$ cat src/rtl/onehot_dec_pkg.sv
// onehot_dec_pkg
// Shared types and helpers for the buffered index-to-one-hot decoder.
//   IDX_W          : default index width (vector width 2**IDX_W)
//   STAT_W         : width of each statistics counter
//   entry_t        : queued code {nz, idx}
//   onehot_decode  : entry -> one-hot vector (all zero when nz=0)
package onehot_dec_pkg;

  localparam int IDX_W  = 2;
  localparam int STAT_W = 8;

  typedef struct packed {
    logic             nz;
    logic [IDX_W-1:0] idx;
  } entry_t;

  function automatic logic [2**IDX_W-1:0] onehot_decode(input entry_t e);
    logic [2**IDX_W-1:0] v;
    v = '0;
    // idx is don't-care when nz=0, so it is only looked at under nz
    if (e.nz) v[e.idx] = 1'b1;
    return v;
  endfunction

endpackage

$ cat src/rtl/onehot_dec_fifo.sv
// onehot_dec_fifo
// Generic pointer/level FIFO with valid/ready on both sides.
// in_ready and out_valid are derived only from the registered level, so
// there is no combinational path from out_ready to in_ready; a full FIFO
// therefore refuses a push even in a cycle where it is popped.
// Ports:
//   clk, rst_n            : clock, asynchronous active-low reset
//   in_valid/in_ready     : write handshake, in_data written on accept
//   out_valid/out_ready   : read handshake, out_data is the head entry
//   level                 : current occupancy (0..DEPTH)
module onehot_dec_fifo #(
  parameter int W     = 3,
  parameter int DEPTH = 4
) (
  input  logic                     clk,
  input  logic                     rst_n,
  input  logic                     in_valid,
  output logic                     in_ready,
  input  logic [W-1:0]             in_data,
  output logic                     out_valid,
  input  logic                     out_ready,
  output logic [W-1:0]             out_data,
  output logic [$clog2(DEPTH):0]   level
);

  localparam int PTR_W = $clog2(DEPTH);
  localparam int LVL_W = PTR_W + 1;

  // Storage is intentionally not reset; entries are only visible once
  // level says they were written.
  logic [W-1:0]     mem [DEPTH];
  logic [PTR_W-1:0] wr_ptr_reg;
  logic [PTR_W-1:0] rd_ptr_reg;
  logic [LVL_W-1:0] level_reg;
  logic [LVL_W-1:0] level_next;
  logic             push;
  logic             pop;

  assign in_ready  = (level_reg != LVL_W'(DEPTH));
  assign out_valid = (level_reg != '0);
  assign push      = in_valid && in_ready;
  assign pop       = out_valid && out_ready;
  assign out_data  = mem[rd_ptr_reg];
  assign level     = level_reg;

  always_comb begin
    level_next = level_reg;
    case ({push, pop})
      2'b10:   level_next = level_reg + LVL_W'(1);
      2'b01:   level_next = level_reg - LVL_W'(1);
      default: level_next = level_reg;
    endcase
  end

  always_ff @(posedge clk) begin
    if (push) mem[wr_ptr_reg] <= in_data;
  end

  // Pointers wrap naturally because DEPTH is a power of two.
  always_ff @(posedge clk or negedge rst_n) begin
    if (!rst_n) begin
      wr_ptr_reg <= '0;
      rd_ptr_reg <= '0;
      level_reg  <= '0;
    end else begin
      if (push) wr_ptr_reg <= wr_ptr_reg + PTR_W'(1);
      if (pop)  rd_ptr_reg <= rd_ptr_reg + PTR_W'(1);
      level_reg <= level_next;
    end
  end

endmodule

$ cat src/rtl/onehot_decoder_buf.sv
// onehot_decoder_buf
// Buffered index-to-one-hot decoder. Codes (in_idx, in_nz) are queued in a
// small FIFO; the head entry is decoded combinationally into out_d.
// Optional feature macro: ONEHOT_DEC_STATS_EN adds per-line saturating pop
// counters (hit_cnt) and a counter of popped nz=0 entries (zero_cnt).
// Ports:
//   clk, rst_n          : clock, asynchronous active-low reset
//   in_valid/in_ready   : code input handshake
//   in_idx, in_nz       : encoded line index and nonzero flag
//   out_valid/out_ready : decoded output handshake
//   out_d               : one-hot vector of the head entry, 0 when empty
//   level               : FIFO occupancy
//   hit_cnt, zero_cnt   : statistics (only with ONEHOT_DEC_STATS_EN)
module onehot_decoder_buf #(
  parameter int IDX_W = 2,
  parameter int DEPTH = 4
) (
  input  logic                     clk,
  input  logic                     rst_n,
  input  logic                     in_valid,
  output logic                     in_ready,
  input  logic [IDX_W-1:0]         in_idx,
  input  logic                     in_nz,
  output logic                     out_valid,
  input  logic                     out_ready,
  output logic [2**IDX_W-1:0]      out_d,
  output logic [$clog2(DEPTH):0]   level
`ifdef ONEHOT_DEC_STATS_EN
  ,
  output logic [8*(2**IDX_W)-1:0]  hit_cnt,
  output logic [7:0]               zero_cnt
`endif
);

  import onehot_dec_pkg::*;

  localparam int LINES = 2**IDX_W;

  logic [IDX_W:0]       head;
  logic                 head_nz;
  logic [IDX_W-1:0]     head_idx;
  logic [LINES-1:0]     dec_raw;

  onehot_dec_fifo #(
    .W     (IDX_W + 1),
    .DEPTH (DEPTH)
  ) u_fifo (
    .clk       (clk),
    .rst_n     (rst_n),
    .in_valid  (in_valid),
    .in_ready  (in_ready),
    .in_data   ({in_nz, in_idx}),
    .out_valid (out_valid),
    .out_ready (out_ready),
    .out_data  (head),
    .level     (level)
  );

  assign head_nz  = head[IDX_W];
  assign head_idx = head[IDX_W-1:0];

  // The package entry type is fixed at the package index width; other
  // widths fall back to an equivalent per-line compare.
  generate
    if (IDX_W == onehot_dec_pkg::IDX_W) begin : g_pkg_dec
      entry_t head_e;
      assign head_e  = head;
      assign dec_raw = onehot_decode(head_e);
    end else begin : g_gen_dec
      for (genvar gi = 0; gi < LINES; gi++) begin : g_line
        assign dec_raw[gi] = head_nz && (head_idx == IDX_W'(gi));
      end
    end
  endgenerate

  // Storage is unreset, so the empty case must mask whatever the head
  // slot holds.
  assign out_d = out_valid ? dec_raw : '0;

`ifdef ONEHOT_DEC_STATS_EN
  logic pop;
  logic [STAT_W-1:0] zero_cnt_reg;

  assign pop = out_valid && out_ready;

  // out_d is already zero for nz=0 entries, so out_d[gi] on a pop is
  // exactly "this line was popped".
  for (genvar gi = 0; gi < LINES; gi++) begin : g_hit
    logic [STAT_W-1:0] hit_cnt_reg;
    always_ff @(posedge clk or negedge rst_n) begin
      if (!rst_n) begin
        hit_cnt_reg <= '0;
      end else if (pop && out_d[gi] && (hit_cnt_reg != '1)) begin
        hit_cnt_reg <= hit_cnt_reg + STAT_W'(1);
      end
    end
    assign hit_cnt[8*gi +: 8] = hit_cnt_reg;
  end

  always_ff @(posedge clk or negedge rst_n) begin
    if (!rst_n) begin
      zero_cnt_reg <= '0;
    end else if (pop && !head_nz && (zero_cnt_reg != '1)) begin
      zero_cnt_reg <= zero_cnt_reg + STAT_W'(1);
    end
  end

  assign zero_cnt = zero_cnt_reg;
`endif

endmodule

$ cat config.mk
export PLATFORM = sky130hd
export DESIGN_NAME = onehot_decoder_buf
export DESIGN_NICKNAME = d
export VERILOG_FILES = /design/src/rtl/onehot_dec_pkg.sv /design/src/rtl/onehot_dec_fifo.sv /design/src/rtl/onehot_decoder_buf.sv
export SDC_FILE = /design/constraint.sdc
export NUM_CORES = 1
export LEC_CHECK = 0
export ABC_CLOCK_PERIOD_IN_PS = 2800
export CAP_MARGIN = 15
export CELL_PAD_IN_SITES_DETAIL_PLACEMENT = 1
export CELL_PAD_IN_SITES_GLOBAL_PLACEMENT = 1
export CORE_MARGIN = 3
export CORE_UTILIZATION = 40
export DETAILED_ROUTE_END_ITERATION = 12
export PLACE_DENSITY_LB_ADDON = 0.08
export SYNTH_ARGS = -nofsm -noshare
export SYNTH_HDL_FRONTEND = slang
export SYNTH_SLANG_ARGS = --single-unit
$ cat constraint.sdc
create_clock -name clk -period 2.8 [get_ports clk]
set_clock_uncertainty 0.05 [all_clocks]
set_input_delay 0.56 -clock clk [delete_from_list [all_inputs] [get_ports clk]]
set_output_delay 0.56 -clock clk [all_outputs]
set_load 0.01 [all_outputs]
Yosys cells after proc, flatten, opt, wreduce, memory -nomap -nowiden
Memories as Yosys holds them, arrays and structs flattened.
Index checks and enable logic that the tools add are counted.
{ "classes": {"add_sub_neg": 4, "order_cmp": 2, "eq_ne": 3, "muxes": 7, "n_reduce_logical": 5} }
{ "op_table": {"columns": ["operator", "n"], "rows": [
  ["$mux 4", 2],
  ["$pmux 3 s2", 1],
  ["$add 2x1->2 const B", 2],
  ["$add 3x1->3 const B", 1],
  ["$logic_and 1x1->1", 3],
  ["$lt 2x3->1 const B", 1],
  ["$mux 1", 3],
  ["$ne 3x3->1 const B", 1],
  ["$reduce_bool 3->1", 1],
  ["$sub 3x1->3 const B", 1],
  ["$demux 1 s2", 1],
  ["$eq 2x1->1 const B", 1],
  ["$eq 2x2->1 const B", 1],
  ["$ge 2x1->1 const B", 1],
  ["$reduce_bool 2->1", 1]
]} }
{ "word_totals": {"reg_bits": 7, "ram_bits": 12, "input_bits": 7, "output_inout_bits": 9, "elab_cells": 25, "n_memories": 1} }
{ "memory_table": {"columns": ["name", "words", "width", "rd", "rd_ports_with_merged_regs", "write_ports", "line", "rtl"], "rows": [
  ["u_fifo.mem", 4, 3, 1, 0, 1, "onehot_dec_fifo.sv:31", "logic [W-1:0] mem [DEPTH];"]
]} }

Logic depth before layout (Yosys ltp)
Gate-level depths: netlist (run 1).
An unclocked memory read counts as a cell.
{ "logic_depth": {"ltp_word": 7, "ltp_mapped": 8, "ltp_nobuf": 8} }

Cells and area by module
A second synthesis (run 1) with hierarchy kept.
{ "unflattened": {"cells_unflattened": 57, "area_unflattened_um2": 915.9} }
{ "by_module_without_submodules": {"columns": ["mod", "instances", "cells_per_inst", "area_per_inst_um2", "seq_area_each_um2"], "rows": [
  ["onehot_dec_fifo", 1, 53, 870.8, 535.5],
  ["onehot_decoder_buf", 1, 4, 45.0, 0.0]
]} }

Least setup slack after synthesis (run 1)
Ideal clock, no wire load.
{ "synth_path": {"kind": "register -> register", "from": "register u_fifo.level_reg[0] (netlist: u_fifo.level[0])", "to": "register u_fifo.level_reg[1] (netlist: u_fifo.level[1])", "setup_time_ns": 0.125, "arrival_time_ns": 1.969, "required_time_ns": 2.625, "path_slack_ns": 0.656, "path_stages_with_launch": 7, "n_path_buf": 0, "period_less_slack_ns": 2.144, "cell_sequence": "dfrtp_1 -> or3b_4 -> and2_4 -> inv_1 -> ha_1 -> fa_1 -> mux2_2"} }
{ "synth_via": {"elab_chain_cells": 4, "word_cells_on_any_way": 10, "cone_classes": "add/sub: 2; eq/ne: 3; mux: 1; reduce/logical: 4"} }
{ "synth_rtl": {"columns": ["item", "line", "rtl"], "rows": [
  ["from (decl)", "onehot_dec_fifo.sv:34", "logic [LVL_W-1:0] level_reg;"],
  ["from (signal assigned)", "onehot_dec_fifo.sv:68", "level_reg <= level_next;"],
  ["$ne 3x3->1 *", "onehot_dec_fifo.sv:39", "assign in_ready = (level_reg != LVL_W'(DEPTH));"],
  ["via in_ready", "onehot_decoder_buf.sv:21", "output logic in_ready,"],
  ["$logic_and 1x1->1 *", "onehot_dec_fifo.sv:41", "assign push = in_valid && in_ready;"],
  ["$eq 2x1->1 or $eq 2x2->1 (tied branches)", "onehot_dec_fifo.sv:48", "case ({push, pop})"],
  ["$pmux 3 s2 *", "onehot_dec_fifo.sv:48", null],
  ["via u_fifo.level_next[1]", "onehot_dec_fifo.sv:35", "logic [LVL_W-1:0] level_next;"]
]} }
The timed path passes the listed nets; every way through them passes the cells marked *.
A chain may end at the register's enable or synchronous reset.

Final worst setup path (run 1)
{ "layout_path": {"from": "register u_fifo.rd_ptr_reg[0]", "to": "output out_d[0]"} }
{ "layout_via": {"elab_chain_cells": 7, "word_cells_on_any_way": 8, "cone_classes": "order compare: 2; mux: 4; reduce/logical: 1; memory: 1"} }
{ "layout_rtl": {"columns": ["item", "line", "rtl"], "rows": [
  ["from (decl)", "onehot_dec_fifo.sv:33", "logic [PTR_W-1:0] rd_ptr_reg;"],
  ["from (signal assigned)", "onehot_dec_fifo.sv:67", "if (pop) rd_ptr_reg <= rd_ptr_reg + PTR_W'(1);"],
  ["$mem_v2 4x3 *", null, null],
  ["$lt 2x3->1 (implied by the code) or $ge 2x1->1 (tied branches)", "onehot_dec_pkg.sv:21", "if (e.nz) v[e.idx] = 1'b1;"],
  ["$logic_and 1x1->1 (implied by the code)", "onehot_dec_pkg.sv:21", null],
  ["$mux 1 (implied by the code)", "onehot_dec_pkg.sv:21", null],
  ["$demux 1 s2", "onehot_dec_pkg.sv:21", null],
  ["$mux 4 *", "onehot_dec_pkg.sv:21", null],
  ["$mux 4 *", "onehot_decoder_buf.sv:78", "assign out_d = out_valid ? dec_raw : '0;"],
  ["to (decl)", "onehot_decoder_buf.sv:26", "output logic [2**IDX_W-1:0] out_d,"]
]} }
Mark *: on every way between the ends. The rest lies on a longest branch, timed or not.

==> results of run 1 <==
## layout make-up
cell class | count | area, um2
timing repair buffer | 16 | 158
fill | 215 | 925
clock buffer | 3 | 22.5
sequential | 19 | 537
inverter | 4 | 15.0
tap | 27 | 33.8
clock inverter | 1 | 7.51
multi-input combinational | 41 | 364
## worst max path at each step
| stage | startpoint | endpoint | slack (ps) | cells past startpoint |
|---|---|---|---|---|
| finish | u_fifo.rd_ptr_reg[0] | out_d[0] | 120 | 4 |
| global route | u_fifo.rd_ptr_reg[0] | out_d[1] | 3 | 4 |
| CTS | u_fifo.rd_ptr_reg[0] | out_d[1] | 20 | 4 |
| detailed placement | in_valid | u_fifo.level[2] | 350 | 8 |
| global placement | in_valid | u_fifo.level[2] | 380 | 8 |
| floorplan | u_fifo.level[0] | u_fifo.level[1] | 660 | 6 |
## cell families (layout without fill, tap and decap cells)
family                     Yosys count  count (layout)
xor gates and xnor gates             6               6
adders and majority gates            6               6
buffers and inverters                4              24
DFF                                 19              19
muxes                                5               5
and+or+nand+nor                     24              24
## where the power goes
group	internal, mW	switching (mW)
registers	0.395	0.0869
logic	0.302	0.204
clock network	0.0542	0.0860
total	0.751	0.377
## worst reg2reg max path, stage by stage (launching register included)
cell and delay [ps]:
dfrtp_1 470, nor3_1 270, inv_1 120, and2_1 200
ha_1 240, fa_1 380, xnor2_1 140, nor2_1 110
xor2_1 150
## cells in the mapped netlist
cell	number
inv_1	4
and3_2	4
nand3_1	1
nand2_1	5
or3b_4	1
dfrtp_1	7
and2_1	1
fa_1	1
nor2_1	5
xor2_1	2
mux2_2	1
nor3_1	1
nand2b_1	4
edfxtp_1	12
mux4_2	3
and2_4	1
or2_1	1
mux2_4	1
xnor2_1	4
ha_1	5
## timing repair
action                                  in CTS  in global routing
endpoints found under the setup margin       0                  2
buffers inserted                             0                  1
endpoints found under the hold margin        0                  0
resized for setup                            0                  1
## per-layer routing
layer  track usage (%)  up-vias
met3              3.60        2
met5                 0        -
met4              6.38        0
li1                  -      261
met1              18.0      264
met2              18.3       12
## per-stage QoR
| stage | setup WS [ps] | instances | utilization, % | hold slack [ps] |
|---|---|---|---|---|
| 2_1_floorplan | 656 | 64 | - | 214 |
| 3_3_place_gp | 378 | 106 | 53.3 | 471 |
| 6_report | 117 | 111 | 55.2 | 472 |
| 4_1_cts | 19.5 | 110 | 54.7 | 475 |
| 3_5_place_dp | 354 | 106 | 53.3 | 463 |
| 5_1_grt | 2.67 | 111 | 55.2 | 484 |
==> results by group, run 1 <==
Worst setup path
  – Critical R2R Capture: u_fifo.level[2]
  – Buf+Inv Stages, Crit Path: 1
  – Worst endpoint required time: 2190 ps
  – Crit. End Element: primary output
  – Startpoint types: flip-flop
  – CP cell instances: mux4_2 -> or2_1 -> nor2_1 -> clkdlybuf4s50_1
  – Cells on worst reg2reg path: 8
  – CP max stage delay: roughly 530 ps
  – R2r setup slk: about 600 ps
  – CP top delay family: buffers and inverters
  – Reg2reg start: u_fifo.level[0]
  – CP max FO: 4
  – WS Path Type: flip-flop to primary output
  – WP data arrival: roughly 2100 ps
  – Slowest cell on the critical path: clkdlybuf4s50_1

Cells and area
  – Largest register FFs: 12
  – Most frequent cells in the layout: clkdlybuf4s50_1, edfxtp_1, dfrtp_1
  – Share of cells above drive strength 1: approximately a fifth
  – Diode count: 0
  – Post-route design area: 0.00114 mm2
  – Synthesis-to-layout area growth: 24.4%
  – Fin nets: 98
  – Commonest non-fill, non-tap cell in the layout: clkdlybuf4s50_1

Yosys
  – Synth Area in Simple Gates: 14.8%
  – Post-Syn Area: approximately 910 um2
  – Synth top area cells: edfxtp_1, dfrtp_1, mux4_2
  – Post-synthesis net count: 77
  – #FFs+latches synth: 19
  – Xor/xnor cell area share of the yosys netlist: between 5 and 6%
  – Sequential area share after synthesis: between 50% and 60%
  – Mapped Avg Cell Area: 14.3 um2
  – Yosys warns: 0
  – Netlist cell types: 20
  – Mux contribution to synthesized area: approximately a tenth
  – Largest family of logic cells by synthesized area: simple AND/OR/NAND/NOR gates
  – Cell type with the highest aggregate area in the netlist: edfxtp_1
  – Synth Area in Compound Gates: 0%
  – Post-synth top area share: around two fifths
  – Adder-cell share of the synthesized area: a little under a tenth
  – Cells after synthesis: 64

Placed design
  – Post-DP Area: ~0.0011 mm2
  – IO buf count: 15
  – DP HPWL: about 1200 um
  – GPL Wtd Cong: around 0.65

Route
  – Uppermost layer routed: met4
  – Met2 routed WL: around 660 um
  – DRT Pass-1 Iters: 2
  – DR DRC count: 0
  – DR vias: 539
  – Initial DRC count: 6
  – Total wire length: 1510 um
  – Metal1 wirelength: ~760 um
  – DR WL/cell: around 14 um
  – Vias per inst: slightly below 5
  – WL met3: between 60 and 70 um
  – Routed Antenna Nets: 0

Global routing
  – Vias in the first global route: around 540
  – Overflow after GRT: 0
  – Initial antenna violation count: 0
  – First-pass GRT wire length: 2570 um
  – Total GRT Usage: between 10 and 15%
  – Largest net degree at the start of global routing: 13

Floorplanning
  – Die H: roughly 54 um
  – Area of the core: 0.00206 mm2
  – Row count: 16
  – Die width: ~54 um
  – Die Area: just under 0.003 mm2
  – Initial Util: between 40 and 50%
  – I/O pins: 16

Timing
  – Endpoints failing setup: 0
  – Slew @ Worst Pin: 354 ps
  – Tcrit/Tclk final: a little over nine tenths
  – Slew HR: about 76%
  – Hold Violations, Final: 0
  – Achievable frequency: around 370 MHz
  – Tmin final: between 2000 and 3000 ps
  – TNS Setup: 0 ps
  – RSZ-0062 raised after global routing: false
  – Final slew viol count: 0

Pwr
  – Tot Pwr: roughly 1.1 mW
  – Power Dens Cells: 992 mW/mm2
  – Static leakage power: ~0.45 nW
  – Max VDD drop: 476 uV

CTS
  – H-tree depth: 1
  – Root buffer cell: clkbuf_4
  – Clk slew on worst S/H paths: ~110 ps
  – Hold-fix buffers, CTS: 0
  – Clock sinks: 19
  – CTS Buffer Depth: 2
  – Num CTS Buffers: 3
  – Worst skew pair latency: 290 ps
  – CTS tree: yes

Worst hold path
  – Hold_sp: u_fifo.rd_ptr_reg[0]
  – Worst Hold End: u_fifo.rd_ptr_reg[0]
  – Worst hold path cell count: 1
  – Worst Hold Class: flip-flop to flip-flop

Job
  – Max-cap violations: 0

Outcome
  – Run status: complete, no violations
Power figures use the tool's default switching activity.
==> inputs of run 2 (changes only) <==
ABC_CLOCK_PERIOD_IN_PS = 2600   (was 2800)
SLEW_MARGIN = 20   (was not set)
clock period = 2.6 ns   (was 2.8 ns; I/O delays follow)
==> run 2 against run 1 <==
Against the previous run:
- global-route usage is 0.35 points higher
- first-iteration DRC count stayed put
- total power is 6.8% higher
- via count stayed put
- flip-flop and latch count stayed put
- final cell count stayed put
- sequential share of layout area is 0.058 points higher
- critical path depth is 1 lower
- sequential power is 6.8% higher
- non-clock buffer count stayed put
- register-to-register slack worse by 200 ps
- hold slack worse by 41 ps
- highest routed layer unchanged
==> results by group, run 2 (synthesis gave the netlist of run 1 again) <==
Pwr
  – Sw Pwr: 0.405 mW (was 0.377 mW)
  – Tot Pwr: 1.21 mW (was 1.13 mW)
  – Clock power share: 12.5% (was 12.4%)
  – Logic pwr share: 44.8% (was 44.9%)
  – Switching share of power: 33.6% (was 33.4%)
  – Seq pwr share: 42.7% (about the same)
  – Static leakage power: 0.469 nW (was 0.445 nW)
  – Max VDD drop: 512 uV (was 476 uV)
  – Pint: 0.801 mW (was 0.751 mW)
  – Power Dens Cells: 1060 mW/mm2 (was 992 mW/mm2)

Global routing
  – Total GRT Usage: 13.3% (was 12.9%)
  – Largest net degree at the start of global routing: 13 (unchanged)
  – Initial antenna violation count: 0 (unchanged)
  – First-pass GRT wire length: 2630 um (was 2570 um)
  – Overflow after GRT: 0 (unchanged)
  – Vias in the first global route: 565 (was 541)

Worst setup path
  – CP max FO: 4 (unchanged)
  – Crit. End Element: primary output (unchanged)
  – Startpoint types: flip-flop (unchanged)
  – Cells on worst reg2reg path: 8 (unchanged)
  – WP data arrival: 1890 ps (was 2070 ps)
  – WS Path Type: flip-flop to primary output (unchanged)
  – Worst endpoint required time: 2030 ps (was 2190 ps)

Timing
  – Tmin final: 2460 ps
  – Endpoints failing setup: 0 (unchanged)
  – Final slew viol count: 0 (unchanged)
  – Slew HR: 77.4% (was 76.3%)
  – TNS Setup: 0 ps (unchanged)
  – Hold WS: 431 ps (was 472 ps)
  – Achievable frequency: 407 MHz
  – Tcrit/Tclk final: between 90% and 100%
  – Hold Violations, Final: 0 (unchanged)
  – RSZ-0062 raised after global routing: false (unchanged)
  – Slew @ Worst Pin: 338 ps (was 354 ps)

Placed design
  – IO buf count: 15 (unchanged)
  – GPL Wtd Cong: 0.655 (unchanged)
  – DP HPWL: 1200 um (unchanged)

Job
  – Max-cap violations: 0 (unchanged)

Floorplanning
  – Area of the core: 0.00206 mm2 (unchanged)
  – Die Area: 0.00290 mm2 (unchanged)
  – I/O pins: 16 (unchanged)
  – Die H: 53.8 um (unchanged)
  – Row count: 16 (unchanged)
  – Die width: 53.8 um (unchanged)
  – Initial Util: 44.4% (unchanged)

Cells and area
  – Share of cells above drive strength 1: 21.4% (was 20.2%)
  – Fill count: 213 (was 215)
  – Largest register FFs: 12 (unchanged)
  – Fin nets: 98 (unchanged)
  – Most frequent cells in the layout: clkdlybuf4s50_1, edfxtp_1 (was clkdlybuf4s50_1, edfxtp_1, dfrtp_1)
  – Synthesis-to-layout area growth: 24.5% (was 24.4%)
  – Diode count: 0 (unchanged)
  – Core Util, Final: 55.2% (about the same)

Outcome
  – Run status: complete, no violations (unchanged)

Route
  – DR DRC count: 0 (unchanged)
  – Total wire length: 1520 um (was 1510 um)
  – Routed Antenna Nets: 0 (unchanged)
  – DR vias: 539 (unchanged)
  – DRT Pass-1 Iters: 2 (unchanged)
  – Initial DRC count: 6 (unchanged)
  – Vias per inst: 4.86 (unchanged)
  – DR WL/cell: 13.7 um (was 13.6 um)

CTS
  – Clk slew on worst S/H paths: 110 ps (about the same)
  – Clock sinks: 19 (unchanged)
  – Root buffer cell: clkbuf_4 (unchanged)
  – Num CTS Buffers: 3 (unchanged)
  – H-tree depth: 1 (unchanged)
  – CTS tree: yes (unchanged)
  – Worst skew pair latency: 290 ps (about the same)
  – CTS Buffer Depth: 2 (unchanged)

Worst hold path
  – Worst Hold Class: primary input to async pin (was flip-flop to flip-flop)
==> run 2: cell count changes in the layout (fill, tap and decap cells not counted), sizes merged <==
cell,before,now
dlymetal6s2s,0,1
clkdlybuf4s50,15,12
dlygate4sd2,0,2
==> run 2: layout make-up <==
cell class	count	area [um2]	area share [%]
inverters	4	15.0	1.32
clock inverters	1	7.51	0.659
flip-flops and latches	19	538	47.3
clock buffers	3	22.5	1.98
well taps	27	33.8	2.97
multi-input cells	41	364	32.0
repair buffers	16	158	13.8
==> run 2: metrics by stage <==
stage	std cells	setup WS (ps)	area, um2
global placement	106	218	1100
floorplan	64	456	915
finish	111	142	1140
global route	111	60.2	1140
detailed placement	106	194	1100
CTS	111	32.5	1130
==> run 2: worst max-delay path, cell delays in order, from the launching register on <==
cell,delay (ps)
dfrtp_2,430
mux4_2,530
nor2_1,100
clkdlybuf4s50_1,540
==> run 2: power groups by stage <==
stage	sequential [mW]	clock, mW	combinational, mW
3_5_place_dp	0.527	0	0.539
4_1_cts	0.514	0.159	0.554
5_1_grt	0.532	0.173	0.604
6_report	0.515	0.150	0.540
3_3_place_gp	0.524	0	0.529
2_1_floorplan	0.517	0	0.339
==> run 2: layer usage <==
| layer | vias to the layer above | track usage (%) | share of wire (%) |
|---|---|---|---|
| li1 | 260 | - | - |
| met1 | 265 | 17.8 | 49 |
| met2 | 12 | 19.8 | 45 |
| met3 | 2 | 3.60 | 4.5 |
| met4 | 0 | 6.38 | 1.3 |
| met5 | - | 0 | 0 |
==> run 2: path summary, 6_finish.rpt <==
| check | endpoint | from | slack [ps] |
|---|---|---|---|
| max in group asynchronous | u_fifo.rd_ptr_reg[0] | rst_n | 1800 |
| min reg2reg | u_fifo.level[2] | u_fifo.level[2] | 480 |
| max reg2reg | u_fifo.level[2] | u_fifo.level[0] | 390 |
| min in group clk | u_fifo.level[2] | u_fifo.level[2] | 480 |
| min | u_fifo.level[1] | rst_n | 430 |
| max | out_d[3] | u_fifo.rd_ptr_reg[1] | 140 |
==> run 2: timing repair <==
action,in CTS,in global routing
hold buffers,0,0
resized for setup,3,2
endpoints found under the setup margin,2,2
buffers inserted,1,0
